## config.mk

```make
export PLATFORM = sky130hd
export DESIGN_NAME = ens_vote_argmax
export DESIGN_NICKNAME = d
export VERILOG_FILES = /design/src/rtl/ens_vote_argmax.sv
export SDC_FILE = /design/constraint.sdc
export NUM_CORES = 1
export LEC_CHECK = 0
export BUFFER_PORTS_ARGS = -buffer_cell sky130_fd_sc_hd__buf_4
export CORE_MARGIN = 1
export CORE_UTILIZATION = 40
export DETAILED_ROUTE_END_ITERATION = 10
export SLEW_MARGIN = 15
export SYNTH_ARGS = -nofsm -noshare
export SYNTH_HDL_FRONTEND = slang
export SYNTH_SLANG_ARGS = --single-unit
```

## constraint.sdc

```tcl
create_clock -name clk -period 4.5 [get_ports clk]
set_input_delay 0 -clock clk [delete_from_list [all_inputs] [get_ports clk]]
set_output_delay 0 -clock clk [all_outputs]
set_load 0.01 [all_outputs]
```

## src/rtl/ens_vote_argmax.sv

```systemverilog
// ens_vote_argmax: accumulates per-class codes from NUM_MEMBERS ensemble
// beats, then scans the classes one per cycle for the argmax.
// The winning index and its score are held on a valid/ready output.
// Optional macro ENS_VOTE_TIE_FLAG_EN adds out_tie.
// out_tie reports that another class matched the winning score.
module ens_vote_argmax #(
   parameter int NUM_CLASSES = 10,
   parameter int OUT_BITS    = 2,
   parameter int NUM_MEMBERS = 4,
   parameter int ACC_W       = 6,
   parameter int CLS_W       = 4
) (
   input  logic                            clk,
   input  logic                            rst,
   input  logic                            in_valid,
   output logic                            in_ready,
   input  logic [NUM_CLASSES*OUT_BITS-1:0] in_data,
   output logic                            out_valid,
   input  logic                            out_ready,
   output logic [CLS_W-1:0]                out_class,
   output logic [ACC_W-1:0]                out_score
`ifdef ENS_VOTE_TIE_FLAG_EN
   ,
   output logic                            out_tie
`endif
);

   localparam int CNT_W = $clog2(NUM_MEMBERS + 1);

   typedef enum logic [1:0] {
      ST_ACCUM = 2'd0,
      ST_SCAN  = 2'd1,
      ST_HOLD  = 2'd2
   } state_t;

   state_t             state_q, state_d;
   logic [ACC_W-1:0]   acc_q [NUM_CLASSES];
   logic [ACC_W-1:0]   acc_d [NUM_CLASSES];
   logic [CNT_W-1:0]   cnt_q, cnt_d;
   logic [CLS_W-1:0]   scan_q, scan_d;
   logic [CLS_W-1:0]   best_idx_q, best_idx_d;
   logic [ACC_W-1:0]   best_score_q, best_score_d;
   logic [CLS_W-1:0]   out_class_q, out_class_d;
   logic [ACC_W-1:0]   out_score_q, out_score_d;

   logic               accept;
   logic               accum_done;
   logic [ACC_W-1:0]   scan_val;
   logic               scan_gt;
   logic               scan_last;

   assign in_ready   = (state_q == ST_ACCUM) && !rst;
   assign out_valid  = (state_q == ST_HOLD);
   assign out_class  = out_class_q;
   assign out_score  = out_score_q;

   assign accept     = in_valid && in_ready;
   assign accum_done = accept && (cnt_q == CNT_W'(NUM_MEMBERS - 1));
   assign scan_val   = acc_q[scan_q];
   assign scan_gt    = scan_val > best_score_q;
   assign scan_last  = (scan_q == CLS_W'(NUM_CLASSES - 1));

   // Next-state logic: accumulate beats, scan for argmax, hold the result.
   always_comb begin
      state_d      = state_q;
      acc_d        = acc_q;
      cnt_d        = cnt_q;
      scan_d       = scan_q;
      best_idx_d   = best_idx_q;
      best_score_d = best_score_q;
      out_class_d  = out_class_q;
      out_score_d  = out_score_q;
      case (state_q)
         ST_ACCUM: begin
            if (accept) begin
               for (int c = 0; c < NUM_CLASSES; c++) begin
                  acc_d[c] = acc_q[c] + ACC_W'(in_data[c*OUT_BITS +: OUT_BITS]);
               end
               if (accum_done) begin
                  cnt_d        = '0;
                  best_idx_d   = '0;
                  best_score_d = acc_d[0];
                  scan_d       = CLS_W'(1);
                  state_d      = ST_SCAN;
               end else begin
                  cnt_d = cnt_q + CNT_W'(1);
               end
            end
         end
         ST_SCAN: begin
            // Strict compare: ties keep the lower index.
            if (scan_gt) begin
               best_idx_d   = scan_q;
               best_score_d = scan_val;
            end
            if (scan_last) begin
               out_class_d = best_idx_d;
               out_score_d = best_score_d;
               state_d     = ST_HOLD;
            end else begin
               scan_d = scan_q + CLS_W'(1);
            end
         end
         ST_HOLD: begin
            if (out_ready) begin
               for (int c = 0; c < NUM_CLASSES; c++) begin
                  acc_d[c] = '0;
               end
               state_d = ST_ACCUM;
            end
         end
         default: state_d = ST_ACCUM;
      endcase
   end

   // State and datapath registers with synchronous reset.
   always_ff @(posedge clk) begin
      if (rst) begin
         state_q      <= ST_ACCUM;
         for (int c = 0; c < NUM_CLASSES; c++) begin
            acc_q[c] <= '0;
         end
         cnt_q        <= '0;
         scan_q       <= '0;
         best_idx_q   <= '0;
         best_score_q <= '0;
         out_class_q  <= '0;
         out_score_q  <= '0;
      end else begin
         state_q      <= state_d;
         acc_q        <= acc_d;
         cnt_q        <= cnt_d;
         scan_q       <= scan_d;
         best_idx_q   <= best_idx_d;
         best_score_q <= best_score_d;
         out_class_q  <= out_class_d;
         out_score_q  <= out_score_d;
      end
   end

`ifdef ENS_VOTE_TIE_FLAG_EN
   logic tie_q, tie_d;
   logic out_tie_q, out_tie_d;
   logic scan_eq;

   assign scan_eq = (scan_val == best_score_q);
   assign out_tie = out_tie_q;

   // Tie tracking: set on an equal score, cleared when the best is replaced.
   always_comb begin
      tie_d     = tie_q;
      out_tie_d = out_tie_q;
      if (accum_done) begin
         tie_d = 1'b0;
      end else if (state_q == ST_SCAN) begin
         if (scan_gt) begin
            tie_d = 1'b0;
         end else if (scan_eq) begin
            tie_d = 1'b1;
         end
         if (scan_last) begin
            out_tie_d = tie_d;
         end
      end
   end

   // Tie flag registers, registered alongside out_class.
   always_ff @(posedge clk) begin
      if (rst) begin
         tie_q     <= 1'b0;
         out_tie_q <= 1'b0;
      end else begin
         tie_q     <= tie_d;
         out_tie_q <= out_tie_d;
      end
   end
`endif

endmodule

```

==> metrics list <==
- Unrepaired setup endpoints after global routing: no
- TritonCTS clock tree: done
- After clock tree synthesis, the setup repair step added 0 buffers.
* Via count of the first global-routing pass: 3802
- The worst setup path is of the reg -> reg kind.
* Total die area: 0.0126 mm2
* Synthesized-area fraction occupied by ao, oa, aoi and oai cells: 14.4%
* Share of the synthesized netlist area taken by xor and xnor gates: 7.74%
* FFs w/ async S/R, synth: 0%
- Antenna diodes: 0
- Largest stage delay on the critical path: 0.71 ns
* Top-count cell post-synth: sky130_fd_sc_hd__dfxtp_1
- In this run, CTS created clock tree buffers numbering 9.
- Summed over all instances, the cell type with the most area after synthesis is sky130_fd_sc_hd__dfxtp_1.
- First-pass DRT Iterations: 7
- Run status: finished with violations
- The core region is 0.0116 mm2.
- Total of max-cap violations: 0
- Dividing the detail-routed wire length by the instance count gives 16.5 um.
* Effective utilization at floorplan: 41.9%
- After clock tree synthesis, the clock-pin slew on the worst setup and hold paths is 0.06 ns.
* Sequential fraction of the synthesis area: 36.6%
- Final worst-path cycle share: 81.1%
- Shortest clock period the worst path allows after layout: 3.65 ns
- After synthesis, the cell types taking the most area are sky130_fd_sc_hd__dfxtp_1 (37%), sky130_fd_sc_hd__xor2_1 (7.6%), sky130_fd_sc_hd__ha_1 (7.5%), sky130_fd_sc_hd__nor2_1 (6.0%), sky130_fd_sc_hd__fa_1 (4.1%).
- After detailed routing, the number of vias per cell comes to 5.56.
* Post-route antenna net violation count: 0
- Clock H-tree levels: 3
- By area, the combinational part of the netlist is dominated by simple AND/OR/NAND/NOR gates.
- Count of filler cells inserted in the layout: 1111
- Antenna violations before repair: 0
- Leading cell types by count after synthesis: sky130_fd_sc_hd__dfxtp_1 (89), sky130_fd_sc_hd__nor2_1 (78), sky130_fd_sc_hd__xor2_1 (42), sky130_fd_sc_hd__nand2_1 (32), sky130_fd_sc_hd__a21oi_1 (30)
* Critical-path maximum fanout: 15
* Simple-gate portion of the synthesized area: 19.5%
- Pwr dens: 329 mW/mm2
* Endpoint required time on the critical path: 4.70 ns
* Largest voltage drop on the vdd net: 0.209 mV
* Family with the most delay on the worst path: compound AO/OA/AOI/OAI gates
- Worst Skew: 0.00394 ns
* Crit-path slowest cell: sky130_fd_sc_hd__dfxtp_1
- For this run, the number of Yosys warnings is 0.
* Average footprint of a synthesized cell: 9.16 um2
- The critical path goes through mux4_2 -> o22ai_1 -> nor3_1 -> or2_2 -> ha_1 -> nor2b_1 -> o21ai_0 -> a31oi_2 -> buf_4 -> a211oi_1 -> a2111oi_1.
- After detailed placement, the design holds a cell count of 682.
- The final reports fail on DRC.
* Sum of negative setup slack: 0 ns
- Total half-perimeter wirelength after legalization and detailed placement: 8.27 mm
- The final count of pins violating max slew is 0.
* Static leakage: 2.09 nW
- The final hold violation count was 0.
* Achievable Freq: 274 MHz
- In this run the biggest area consumer among cell types represents 36.6% of the synthesized area.
- The initialized floorplan defines 39 standard-cell rows.
* Post-Layout Cell Count: 699
- Clock tree root buffer cell: sky130_fd_sc_hd__clkbuf_16
* Clock latency on the worst-skew pair: 0.35 ns
- CTS-repair resized insts: 0
* Sum of overflow across all layers after global routing: 0
- STA puts the critical path data arrival time at 3.85 ns.
- In this run the worst hold path is classified as in -> reg.
* Flip-flop and latch count after synthesis: 89
- Number of placed I/O pins: 36
* IO Port Bufs: 35
- The net count of the finished layout is 614.
* Placer congestion estimate: 0.855
- Worst slew pin tran: 1.08 ns
* Share of cells above drive strength 1: 14.2%
* CTS max path bufs: 2
* Number of DRC markers after the initial detailed-route iteration: 229
- The number of nets in the synthesized netlist is 594.
* Count of flip-flops with a built-in enable after synthesis: 0
- In the synthesized netlist the dominant register cell turns out to be sky130_fd_sc_hd__dfxtp_1.
- Setup violations remaining at the end of the flow were counted as 0.
* Startpoint type of the worst setup path: register
- Counting both buffers and inverters, the worst setup path holds a total of 1.
- Relative slew slack: 27.5%
- In the routed design, unresolved DRC markers number 3.
* Height of the chip: 112 um
* Post-synthesis mux area share: 6.64%
- Wire length of the first global-routing pass: 18.9 mm
* Tot GR Track Use: 19.3%
- Final routed wirelength across all metal layers: 11.5 mm
* Kind of end point of the critical path: register
- The clock net in this run drives a total of 89 sinks.
* Number of distinct standard cells referenced by the synthesized netlist: 49
- After technology mapping, the gate count stands at 531.
- Via count: 3885
- The die is 112 um wide.
- Adder-cell area share of the yosys netlist: 11.6%
- Entering global routing, the biggest net connects 61 pins.
- Hold-fix buffers, CTS: 1
* Netlist area before placement: 0.00486 mm2
- Area grow syn2layout: 14.3%
cell usage in the layout, fill, tap and decap left out, types with 3 or more instances in the layout:
cell type | synthesis | final
sky130_fd_sc_hd__fa_1 | 10 | 10
sky130_fd_sc_hd__nand4_1 | 19 | 19
sky130_fd_sc_hd__a21oi_1 | 30 | 30
sky130_fd_sc_hd__a31oi_1 | 4 | 4
sky130_fd_sc_hd__a22oi_1 | 20 | 20
sky130_fd_sc_hd__buf_4 | 1 | 42
sky130_fd_sc_hd__nand2b_1 | 6 | 6
sky130_fd_sc_hd__inv_1 | 6 | 6
sky130_fd_sc_hd__mux4_2 | 6 | 6
sky130_fd_sc_hd__nand3_1 | 9 | 9
sky130_fd_sc_hd__clkbuf_16 | 0 | 9
sky130_fd_sc_hd__o221ai_1 | 5 | 5
sky130_fd_sc_hd__o21ai_0 | 5 | 5
sky130_fd_sc_hd__o32ai_1 | 3 | 3
sky130_fd_sc_hd__nor2_1 | 78 | 78
sky130_fd_sc_hd__o211ai_1 | 4 | 4
sky130_fd_sc_hd__a311o_1 | 3 | 3
sky130_fd_sc_hd__nand2_1 | 32 | 32
sky130_fd_sc_hd__nand3b_1 | 4 | 4
sky130_fd_sc_hd__ha_1 | 29 | 29
sky130_fd_sc_hd__o22ai_1 | 9 | 9
sky130_fd_sc_hd__a211oi_1 | 11 | 11
sky130_fd_sc_hd__xor2_1 | 42 | 42
sky130_fd_sc_hd__dfxtp_1 | 89 | 89
sky130_fd_sc_hd__nor2b_1 | 18 | 18
sky130_fd_sc_hd__a21o_1 | 4 | 4
sky130_fd_sc_hd__nor3_1 | 11 | 11
sky130_fd_sc_hd__or3_1 | 3 | 3
sky130_fd_sc_hd__mux2i_1 | 12 | 12
sky130_fd_sc_hd__mux2_2 | 6 | 6
cells by family after synthesis:
family / count (synthesis)
xor gates and xnor gates: 43
DFF: 89
buffers and inverters: 40
adders and majority gates: 39
AOI/OAI and AO/OA: 103
and+or+nand+nor: 193
muxes: 24
per-stage QoR:
step	util (%)	hold WS, ns	setup WS (ns)	instance area (um2)	total power [mW]
after floorplan	-	0.182	1.17	4860	0.953
after global placement	44.9	0.290	0.940	5220	1.01
after detailed placement	44.9	0.302	0.847	5220	1.01
after CTS	47.8	0.0179	0.856	5560	1.84
after global routing	47.8	0.0268	0.586	5560	1.89
final	47.8	0.0205	0.852	5560	1.83
report_power, final:
group | total, mW | internal (mW) | switching (mW) | leakage (nW)
clock | 0.831 | 0.515 | 0.316 | 0.162
combinational | 0.174 | 0.0768 | 0.0974 | 1.21
sequential | 0.821 | 0.803 | 0.0181 | 0.720
flip-flops by register name, summed over array words and instances, names as in the netlist:
signal / flops
best_idx_q: 4
acc_q: 60
state_q: 2
out_score: 6
best_score_q: 6
scan_q: 4
out_class: 4
cnt_q: 3
path summary, 6_finish.rpt:
check / slack (ns) / endpoint / start / depth (start not counted)
min reg2reg: 0.46 / out_score[4]$_SDFFE_PP0P_ / out_score[4]$_SDFFE_PP0P_ / 2
max: 0.85 / best_score_q[3]$_SDFFE_PP0P_ / scan_q[1]$_SDFFE_PP0P_ / 11
max reg2reg: 0.85 / best_score_q[3]$_SDFFE_PP0P_ / scan_q[1]$_SDFFE_PP0P_ / 11
min: 0.02 / acc_q[36]$_SDFFE_PP0P_ / in_data[6] / 4
routing by layer:
metal	track usage (%)	share of wire [%]
met1	24.8	45
met2	31.6	49
met3	4.91	4.1
met4	6.40	1.8
met5	0	0
layout make-up:
type	count	area, um2	share of cell area (%)
clock inverter	5	77.6	1.40
clock buffer	11	253	4.55
tap	143	179	3.22
sequential	89	1780	32.1
timing repair buffer	43	325	5.85
inverter	6	22.5	0.405
multi-input combinational	402	2920	52.5
worst reg2reg max path: cells and delay by family (launching register included):
kind / cells / cell delay [ns]
AND/OR/NAND/NOR: 3 / 0.53
flip-flops: 1 / 0.71
adder cells (fa/ha/maj): 1 / 0.28
buffers and inverters: 1 / 0.22
AO/OA/AOI/OAI: 5 / 1.17
multiplexers: 1 / 0.58
(Power assumes the default switching activity.)
